**src/rtl/glitch_filter_pkg.sv**
```systemverilog
`default_nettype none
// ============================================================================
// Module   : glitch_filter_pkg
// Brief    : Shared types and helpers for the glitch filter / synchroniser.
// Revision : 1.0 - initial release
// ============================================================================
package glitch_filter_pkg;

    // Filter state: stable low, checking a rise, stable high, checking a fall.
    typedef enum logic [1:0] {
        LOW      = 2'd0,
        CHK_HIGH = 2'd1,
        HIGH     = 2'd2,
        CHK_LOW  = 2'd3
    } filt_state_t;

    // Stability counter width, wide enough to hold the value 'stable'.
    function automatic int cnt_width(input int stable);
        return $clog2(stable + 1);
    endfunction

endpackage
`default_nettype wire

```
**src/rtl/glitch_filter_sync_if.sv**
```systemverilog
`default_nettype none
// ============================================================================
// Module   : glitch_filter_sync_if
// Brief    : Signal bundle between the delay-stage output, the glitch filter
//            and its downstream consumer. glitch_cnt is present only when
//            GLITCH_COUNT_EN is defined.
// Revision : 1.0 - initial release
// ============================================================================
interface glitch_filter_sync_if #(
    parameter int GCNT_W = 8
) ();

    logic              async_in;
    logic              filt_out;
    logic              rise_pulse;
    logic              fall_pulse;
`ifdef GLITCH_COUNT_EN
    logic [GCNT_W-1:0] glitch_cnt;
`endif

    // A zero-width glitch counter is meaningless.
    if (GCNT_W < 1) begin : g_bad_gcnt_w
        $error("glitch_filter_sync_if: GCNT_W must be >= 1");
    end

    // Source/consumer side: drives the raw level, observes the filter.
    modport master (
        output async_in,
        input  filt_out,
        input  rise_pulse,
        input  fall_pulse
`ifdef GLITCH_COUNT_EN
        , input glitch_cnt
`endif
    );

    // Filter side.
    modport slave (
        input  async_in,
        output filt_out,
        output rise_pulse,
        output fall_pulse
`ifdef GLITCH_COUNT_EN
        , output glitch_cnt
`endif
    );

endinterface
`default_nettype wire

```
**src/rtl/glitch_filter_sync_chain.sv**
```systemverilog
`default_nettype none
// ============================================================================
// Module   : sync_chain
// Brief    : Generic single-bit multi-flop synchroniser, reset to 0.
// Revision : 1.0 - initial release
// ============================================================================
module sync_chain #(
    parameter int STAGES = 2
) (
    input  wire logic clk,
    input  wire logic rst_n,
    input  wire logic async_in,
    output logic      s_in
);

    // Fewer than two flops gives no metastability settling time.
    if (STAGES < 2) begin : g_bad_stages
        $error("sync_chain: STAGES must be >= 2");
    end

    logic [STAGES-1:0] r_sync;

    // Shift the raw level through the chain; MSB is the synchronised output.
    always_ff @(posedge clk or negedge rst_n) begin
        if (!rst_n) begin
            r_sync <= '0;
        end else begin
            r_sync <= {r_sync[STAGES-2:0], async_in};
        end
    end

    assign s_in = r_sync[STAGES-1];

endmodule
`default_nettype wire

```
**src/rtl/glitch_filter_sync.sv**
```systemverilog
`default_nettype none
// ============================================================================
// Module   : glitch_filter_sync
// Brief    : Synchronises an asynchronous, possibly glitchy level into clk,
//            accepts a new level only after STABLE_CYCLES stable synced
//            cycles, and emits a clean level plus rise/fall strobes.
//            Optional macro GLITCH_COUNT_EN adds a saturating counter of
//            rejected transitions (bus.glitch_cnt).
// Revision : 1.0 - initial release
// ============================================================================
module glitch_filter_sync
    import glitch_filter_pkg::*;
#(
    parameter int SYNC_STAGES   = 2,
    parameter int STABLE_CYCLES = 4,
    parameter int GCNT_W        = 8
) (
    input  wire logic            clk,
    input  wire logic            rst_n,
    glitch_filter_sync_if.slave  bus
);

    localparam int                 c_CNT_W   = cnt_width(STABLE_CYCLES);
    localparam logic [c_CNT_W-1:0] c_CNT_ONE = c_CNT_W'(1);
    localparam logic [c_CNT_W-1:0] c_CNT_MAX = c_CNT_W'(STABLE_CYCLES);

    if (STABLE_CYCLES < 1) begin : g_bad_stable
        $error("glitch_filter_sync: STABLE_CYCLES must be >= 1");
    end
    if (GCNT_W < 1) begin : g_bad_gcnt_w
        $error("glitch_filter_sync: GCNT_W must be >= 1");
    end

    logic               w_s_in;
    filt_state_t        r_state;
    filt_state_t        w_state_nxt;
    logic [c_CNT_W-1:0] r_cnt;
    logic [c_CNT_W-1:0] w_cnt_nxt;
    logic               w_filt_nxt;
    logic               r_filt;
    logic               r_rise;
    logic               r_fall;

    sync_chain #(
        .STAGES (SYNC_STAGES)
    ) u_sync (
        .clk      (clk),
        .rst_n    (rst_n),
        .async_in (bus.async_in),
        .s_in     (w_s_in)
    );

    // State and stability-counter registers.
    always_ff @(posedge clk or negedge rst_n) begin
        if (!rst_n) begin
            r_state <= LOW;
            r_cnt   <= '0;
        end else begin
            r_state <= w_state_nxt;
            r_cnt   <= w_cnt_nxt;
        end
    end

    // Next state: a reversion of s_in always wins over count completion.
    always_comb begin
        w_state_nxt = r_state;
        w_cnt_nxt   = r_cnt;
        case (r_state)
            LOW: begin
                if (w_s_in) begin
                    w_state_nxt = CHK_HIGH;
                    w_cnt_nxt   = c_CNT_ONE;
                end
            end
            CHK_HIGH: begin
                if (!w_s_in) begin
                    w_state_nxt = LOW;
                    w_cnt_nxt   = '0;
                end else if (r_cnt == c_CNT_MAX) begin
                    w_state_nxt = HIGH;
                    w_cnt_nxt   = '0;
                end else begin
                    w_cnt_nxt   = r_cnt + c_CNT_ONE;
                end
            end
            HIGH: begin
                if (!w_s_in) begin
                    w_state_nxt = CHK_LOW;
                    w_cnt_nxt   = c_CNT_ONE;
                end
            end
            CHK_LOW: begin
                if (w_s_in) begin
                    w_state_nxt = HIGH;
                    w_cnt_nxt   = '0;
                end else if (r_cnt == c_CNT_MAX) begin
                    w_state_nxt = LOW;
                    w_cnt_nxt   = '0;
                end else begin
                    w_cnt_nxt   = r_cnt + c_CNT_ONE;
                end
            end
            default: begin
                w_state_nxt = LOW;
                w_cnt_nxt   = '0;
            end
        endcase
    end

    // The filtered level holds its old value while a new one is being checked.
    assign w_filt_nxt = (w_state_nxt == HIGH) || (w_state_nxt == CHK_LOW);

    // Output level and strobes, all timed to the edge the level changes on.
    always_ff @(posedge clk or negedge rst_n) begin
        if (!rst_n) begin
            r_filt <= 1'b0;
            r_rise <= 1'b0;
            r_fall <= 1'b0;
        end else begin
            r_filt <= w_filt_nxt;
            r_rise <= w_filt_nxt & ~r_filt;
            r_fall <= ~w_filt_nxt & r_filt;
        end
    end

    assign bus.filt_out   = r_filt;
    assign bus.rise_pulse = r_rise;
    assign bus.fall_pulse = r_fall;

`ifdef GLITCH_COUNT_EN
    logic              w_abort;
    logic [GCNT_W-1:0] r_gcnt;

    // A check aborts when s_in returns to the level of the origin state.
    assign w_abort = ((r_state == CHK_HIGH) && !w_s_in) ||
                     ((r_state == CHK_LOW)  &&  w_s_in);

    // Saturating count of rejected transitions; cleared only by reset.
    always_ff @(posedge clk or negedge rst_n) begin
        if (!rst_n) begin
            r_gcnt <= '0;
        end else if (w_abort && (r_gcnt != {GCNT_W{1'b1}})) begin
            r_gcnt <= r_gcnt + GCNT_W'(1);
        end
    end

    assign bus.glitch_cnt = r_gcnt;
`endif

endmodule
`default_nettype wire

```
**src/flat_wrapper.sv**
```systemverilog
// flat-port wrapper written by rule: the top's interface ports become plain ports
module glitch_filter_sync_flat import glitch_filter_pkg::*;
#(
    parameter int SYNC_STAGES   = 2,
    parameter int STABLE_CYCLES = 4,
    parameter int GCNT_W        = 8
)
  (clk, rst_n, bus_async_in, bus_filt_out, bus_rise_pulse, bus_fall_pulse);
  glitch_filter_sync_if #(.GCNT_W(GCNT_W)) bus_i ();
  input  wire logic clk;
  input  wire logic rst_n;
  input wire logic [$bits(bus_i.async_in)-1:0] bus_async_in;
  output wire logic [$bits(bus_i.filt_out)-1:0] bus_filt_out;
  output wire logic [$bits(bus_i.rise_pulse)-1:0] bus_rise_pulse;
  output wire logic [$bits(bus_i.fall_pulse)-1:0] bus_fall_pulse;
  assign bus_i.async_in = bus_async_in;
  assign bus_filt_out = bus_i.filt_out;
  assign bus_rise_pulse = bus_i.rise_pulse;
  assign bus_fall_pulse = bus_i.fall_pulse;
  glitch_filter_sync #(.SYNC_STAGES(SYNC_STAGES), .STABLE_CYCLES(STABLE_CYCLES), .GCNT_W(GCNT_W)) u_core (.clk(clk), .rst_n(rst_n), .bus(bus_i));
endmodule
```
**config.mk**
```make
export PLATFORM = sky130hd
export DESIGN_NAME = glitch_filter_sync_flat
export DESIGN_NICKNAME = d
export VERILOG_FILES = /design/src/rtl/glitch_filter_pkg.sv /design/src/rtl/glitch_filter_sync_if.sv /design/src/rtl/glitch_filter_sync_chain.sv /design/src/rtl/glitch_filter_sync.sv /design/src/flat_wrapper.sv
export SDC_FILE = /design/constraint.sdc
export NUM_CORES = 1
export LEC_CHECK = 0
export BUFFER_PORTS_ARGS = -buffer_cell sky130_fd_sc_hd__buf_4
export CAP_MARGIN = 20
export CORE_AREA = 4 4 41 43
export DETAILED_ROUTE_END_ITERATION = 8
export DIE_AREA = 0 0 45 47
export SLEW_MARGIN = 20
export SYNTH_ARGS = -nofsm -noshare
export SYNTH_HDL_FRONTEND = slang
export SYNTH_HIERARCHICAL = 1
export SYNTH_SLANG_ARGS = --single-unit
```
**constraint.sdc**
```tcl
create_clock -name clk -period 3 [get_ports clk]
set_input_delay 0.6 -clock clk [delete_from_list [all_inputs] [get_ports clk]]
set_output_delay 0.6 -clock clk [all_outputs]
set_load 0.02 [all_outputs]
```
Word-level counts from Yosys, hierarchy flattened

Index checks and enable logic that the tools add are counted.

Register bits after elaboration: 10
Input bits: 3
Output and inout bits: 3
Logic and storage cells: 35

Add/sub/neg operators: 1
Equal/unequal tests: 8
Muxes and demuxes: 13
Bitwise logic cells: 4
Reduce and logical (&&, ||, !) cells: 3

Operators by type and width:

| cell                                                                  | number |
|---|---|
| 3-bit 2-to-1 mux                                                      | 5 |
| 2-bit 2-to-1 mux                                                      | 6 |
| 3-bit case mux with 4 select lines                                    | 1 |
| 2-bit equality test, second input constant                            | 4 |
| 2-bit case mux with 4 select lines                                    | 1 |
| 2-bit != test, second input constant                                  | 2 |
| 3-bit by 1-bit adder with 3-bit output, second input constant         | 1 |
| 3-bit equality test, second input constant                            | 1 |
| 1-bit bitwise AND                                                     | 2 |
| 2-bit by 1-bit equality test with 1-bit output, second input constant | 1 |
| 2-bit logical NOT                                                     | 1 |
| 1-bit inverter                                                        | 2 |
| 2-bit AND reduction                                                   | 1 |
| 1-bit logical OR                                                      | 1 |

Logic depth before layout (Yosys ltp)

Word-level depth: 8
Depth in mapped cells: 5
Mapped depth without buffers: 5

By module

Netlist, hierarchy kept.

By module, submodules not included:

| module             | instances | cells each | area each (sq um) | seq. area each (sq um) |
|---|---|---|---|---|
| glitch_filter_sync | 1         | 28         | 326.6             | 175.2 |
| sync_chain         | 1         | 2          | 50.0              | 50.0 |

Worst setup path before layout

Ideal clock, no wire load.

Path kind: register to register
Start: register u_core.r_cnt[0]
End: register u_core.r_filt, in the netlist u_core/bus.filt_out
Library setup time: 0.128 ns
Arrival: 1.034 ns
Required time: 2.872 ns
Slack: 1.839 ns
Cell stages (with the launch flop): 5
Path buffers: 0
Clock period less this slack: 1.161 ns
Path through: dfrtp_1 -> inv_1 -> ha_1 -> nand3_2 -> mux2_1

Cells in the longest elaborated chain, start to end: 6
Elaborated cells between the ends (all ways): 9
Those cells by class: 3 x eq/ne; 5 x mux; 1 x reduce/logical

RTL lines:

| element                                    | line                                               | text |
|---|---|---|
| start, declared                            | glitch_filter_sync.sv:37                           | `logic [c_CNT_W-1:0] r_cnt;` |
| start signal, assigned                     | glitch_filter_sync.sv:60                           | `r_cnt <= w_cnt_nxt;` |
| 3-bit equality test *                      | glitch_filter_sync.sv:79, glitch_filter_sync.sv:96 |  |
| 2-bit 2-to-1 mux, on equally long branches | glitch_filter_sync.sv:96, glitch_filter_sync.sv:79 |  |
| 2-bit 2-to-1 mux, on equally long branches | glitch_filter_sync.sv:93, glitch_filter_sync.sv:76 |  |
| 2-bit case mux with 4 select lines *       | glitch_filter_sync.sv:68                           | `case (r_state)` |
| 2-bit equality test                        | glitch_filter_sync.sv:111                          | `assign w_filt_nxt = (w_state_nxt == HIGH) \|\| (w_state_nxt == CHK_LOW);` |
| 1-bit logical OR *                         | glitch_filter_sync.sv:111                          |  |
| net u_core.w_filt_nxt                      | glitch_filter_sync.sv:39                           | `logic w_filt_nxt;` |
| end signal, assigned                       | glitch_filter_sync.sv:120                          | `r_filt <= w_filt_nxt;` |
| end, declared                              | glitch_filter_sync.sv:40                           | `logic r_filt;` |

Mark *: on every way through the listed nets, which the timed path passes. The rest lies on a longest branch.
A chain may end at the register's enable or synchronous reset.

Worst setup path in the final report

Start: register u_core.r_filt, in the netlist u_core/bus.filt_out
End: output port bus_filt_out

RTL lines:

| element       | line               | text |
|---|---|---|
| end, declared | flat_wrapper.sv:13 | `output wire logic [$bits(bus_i.filt_out)-1:0] bus_filt_out;` |

No word-level cell between the ends.

==> flow_summary.json <==
{
  "peakVddDrop_uv": 303,
  "cts.clk_slew.worst_paths_ns": 0.06,
  "synth-seq-area-share": 0.598,
  "io_pins": 6,
  "crit_type": "reg -> out",
  "postCtsResizedCells": 0,
  "whs_ns": 0.155,
  "period_needed_ns": 1.47,
  "clockBufferDepth": 2,
  "hold_viol": 0,
  "synth_area_leader_cell": "dfrtp_1",
  "detail_route.wl_per_cell_um": 11.4,
  "total_power_mw": 0.362,
  "crit_path_top_delay_cell": "dfrtp_1",
  "synth_area_leaders": "dfrtp_1 (60%), ha_1 (6.6%), xor2_2 (4.3%), nor3b_1 (4.0%), mux2_1 (3.0%)",
  "die_w_um": 45,
  "h-tree-depth": 1,
  "wirelength_um": 614,
  "r2r_cells": 4,
  "ff2ff_setup_slack_ns": 1.74,
  "r2r-start": "u_core/r_cnt[0]",
  "overflow": 0,
  "dieArea_um2": 2120,
  "io_buffers": 5,
  "synth-seq-cells": 9,
  "timing.final.crit_share": 0.490,
  "cp_top_family": "flip-flops",
  "finalSetupViolations": 0,
  "clock_latency_ns": 0.25,
  "finalClockSkew_ns": 0.000907,
  "drive_above_1_share": 0.256,
  "grt_pass1_vias": 274,
  "cts_tree": "done",
  "synth_nets": 35,
  "grt_antenna_before_repair": 0,
  "core_um2": 1300,
  "grt_pass1_wl_um": 1100,
  "arrival_ns": 0.87,
  "ctsHoldBuffers": 0,
  "yosys_warnings": 6,
  "crit_fanout": 5,
  "critPathLaunch": "u_core/bus.filt_out",
  "drv_slew": 0,
  "clock_sinks": 9,
  "drtAntennaViolNets": 0,
  "p_leak_nw": 0.213,
  "synth_top_area_frac": 0.598,
  "num_vias": 239,
  "cts_setup_buffers": 0,
  "critPathLaunchType": "flip-flop",
  "grt_max_degree": 10,
  "slowest_delay_ns": 0.44,
  "regArea_um2": 225,
  "start_util": 0.289,
  "vias_per_cell": 4.43,
  "fillers": 131,
  "die_h_um": 47,
  "syn_area_um2": 377,
  "dp_hpwl_um": 493,
  "drv_cap": 0,
  "path_depth": 1,
  "insertedDiodeCount": 0,
  "fin_nets": 45,
  "syn_area_per_cell_um2": 12.6,
  "rr_endpoint": "u_core/bus.filt_out",
  "firstDrtPassIters": 4,
  "ys_types": 16,
  "finalSetupTns_ns": 0,
  "crit_buf_inv": 1,
  "rsz0062_at_grt": "false",
  "dr.first_iter.drc_count": 8,
  "cts_root_buffer": "clkbuf_4",
  "critPathCaptureType": "output pin",
  "rows": 13,
  "status": "finished clean",
  "endpoint": "bus_filt_out",
  "crit_chain": "buf_4",
  "worst_pin_slew_ns": 0.267,
  "drcViolationCount": 0,
  "cts_buffers": 3,
  "powerDensity_nw_per_um2": 789,
  "area_delta_synth_final_pct": 21.9,
  "synth_cells": 30,
  "worstHoldPathType": "in -> async",
  "cp_data_required_time_ns": 2.40,
  "fmax_ghz": 0.680,
  "multi_input_area_um2": 144,
  "place_congestion": 0.637,
  "grtUsageTotal": 0.0753,
  "slew_headroom": 0.822
}
[cell families (layout without fill, tap and decap cells)]
logic type / count (synthesis) / after routing / synth area share
simple gates: 11 / 11 / 0.166
mux: 2 / 2 / 0.0565
buf+inv: 2 / 11 / 0.0199
xor+xnor: 1 / 1 / 0.0432
flops: 9 / 9 / 0.598
fa+ha+maj: 2 / 2 / 0.0664
compound gates: 3 / 3 / 0.0498
[state kept, by name (all words and copies together) (netlist names)]
signal                 cells
u_core/r_cnt               3
u_core/u_sync/r_sync       2
u_core/bus.fall_pulse      1
u_core/bus.filt_out        1
u_core/bus.rise_pulse      1
u_core/r_state             1
[through the flow]
stage | std cells | area [um^2] | util | setup slack [ns]
final | 54 | 459 | 0.353 | 1.53
after global routing | 54 | 459 | 0.353 | 1.48
after CTS | 54 | 459 | 0.353 | 1.52
after detailed placement | 50 | 433 | 0.333 | 1.74
after global placement | 50 | 433 | 0.333 | 1.80
after floorplan | 30 | 377 | - | 1.84
[area by class of cell]
cell class	instances	share of cell area
clock buffer	4	0.0572
inverter	2	0.0163
multi-input combinational	19	0.313
sequential	9	0.490
tap	15	0.0409
timing repair buffer	5	0.0817
[cells in the mapped netlist]
| library cell | instances |
|---|---|
| mux2i_1 | 1 |
| and2_1 | 1 |
| nand3_2 | 1 |
| o22ai_1 | 1 |
| o31ai_1 | 1 |
| a21oi_1 | 1 |
| or2b_1 | 1 |
| xor2_2 | 1 |
| inv_1 | 2 |
| dfrtp_1 | 9 |
| nand3_1 | 1 |
| ha_1 | 2 |
| nor3b_1 | 2 |
| mux2_1 | 1 |
| nor2_1 | 2 |
| nand2_1 | 3 |
[routing by layer]
metal	vias up	global-route usage	routed length [um]
li1	117	-	-
met1	118	0.0804	255
met2	4	0.127	340
met3	0	0.0230	18
met4	0	0.0526	0
met5	-	0	0
[worst min-delay path by stage]
| stage | endpoint | cells after the start |
|---|---|---|
| after floorplan | u_core/bus.fall_pulse | 0 |
| after global placement | u_core/u_sync/r_sync[1] | 0 |
| after detailed placement | u_core/u_sync/r_sync[1] | 0 |
| after CTS | u_core/bus.filt_out | 1 |
| after global routing | u_core/bus.rise_pulse | 1 |
| final | u_core/bus.rise_pulse | 1 |
[power by group]
group / internal, mW / total, mW / switching [mW]
logic: 0.0431 / 0.0944 / 0.0513
clock network: 0.0511 / 0.0907 / 0.0396
registers: 0.147 / 0.177 / 0.0299
[placed cells by master, fill, tap and decap left out]
| cell type | instances |
|---|---|
| dfrtp_1 | 9 |
| buf_4 | 5 |
| clkbuf_4 | 3 |
| nand2_1 | 3 |
| inv_1 | 2 |
| nor3b_1 | 2 |
| nor2_1 | 2 |
| ha_1 | 2 |
| clkbuf_1 | 1 |
| nand3_2 | 1 |
| mux2_1 | 1 |
| xor2_2 | 1 |
| and2_1 | 1 |
| a21oi_1 | 1 |
| nand3_1 | 1 |
| o31ai_1 | 1 |
| or2b_1 | 1 |
| mux2i_1 | 1 |
| o22ai_1 | 1 |
No activity file was read; power rests on OpenSTA's default activity.
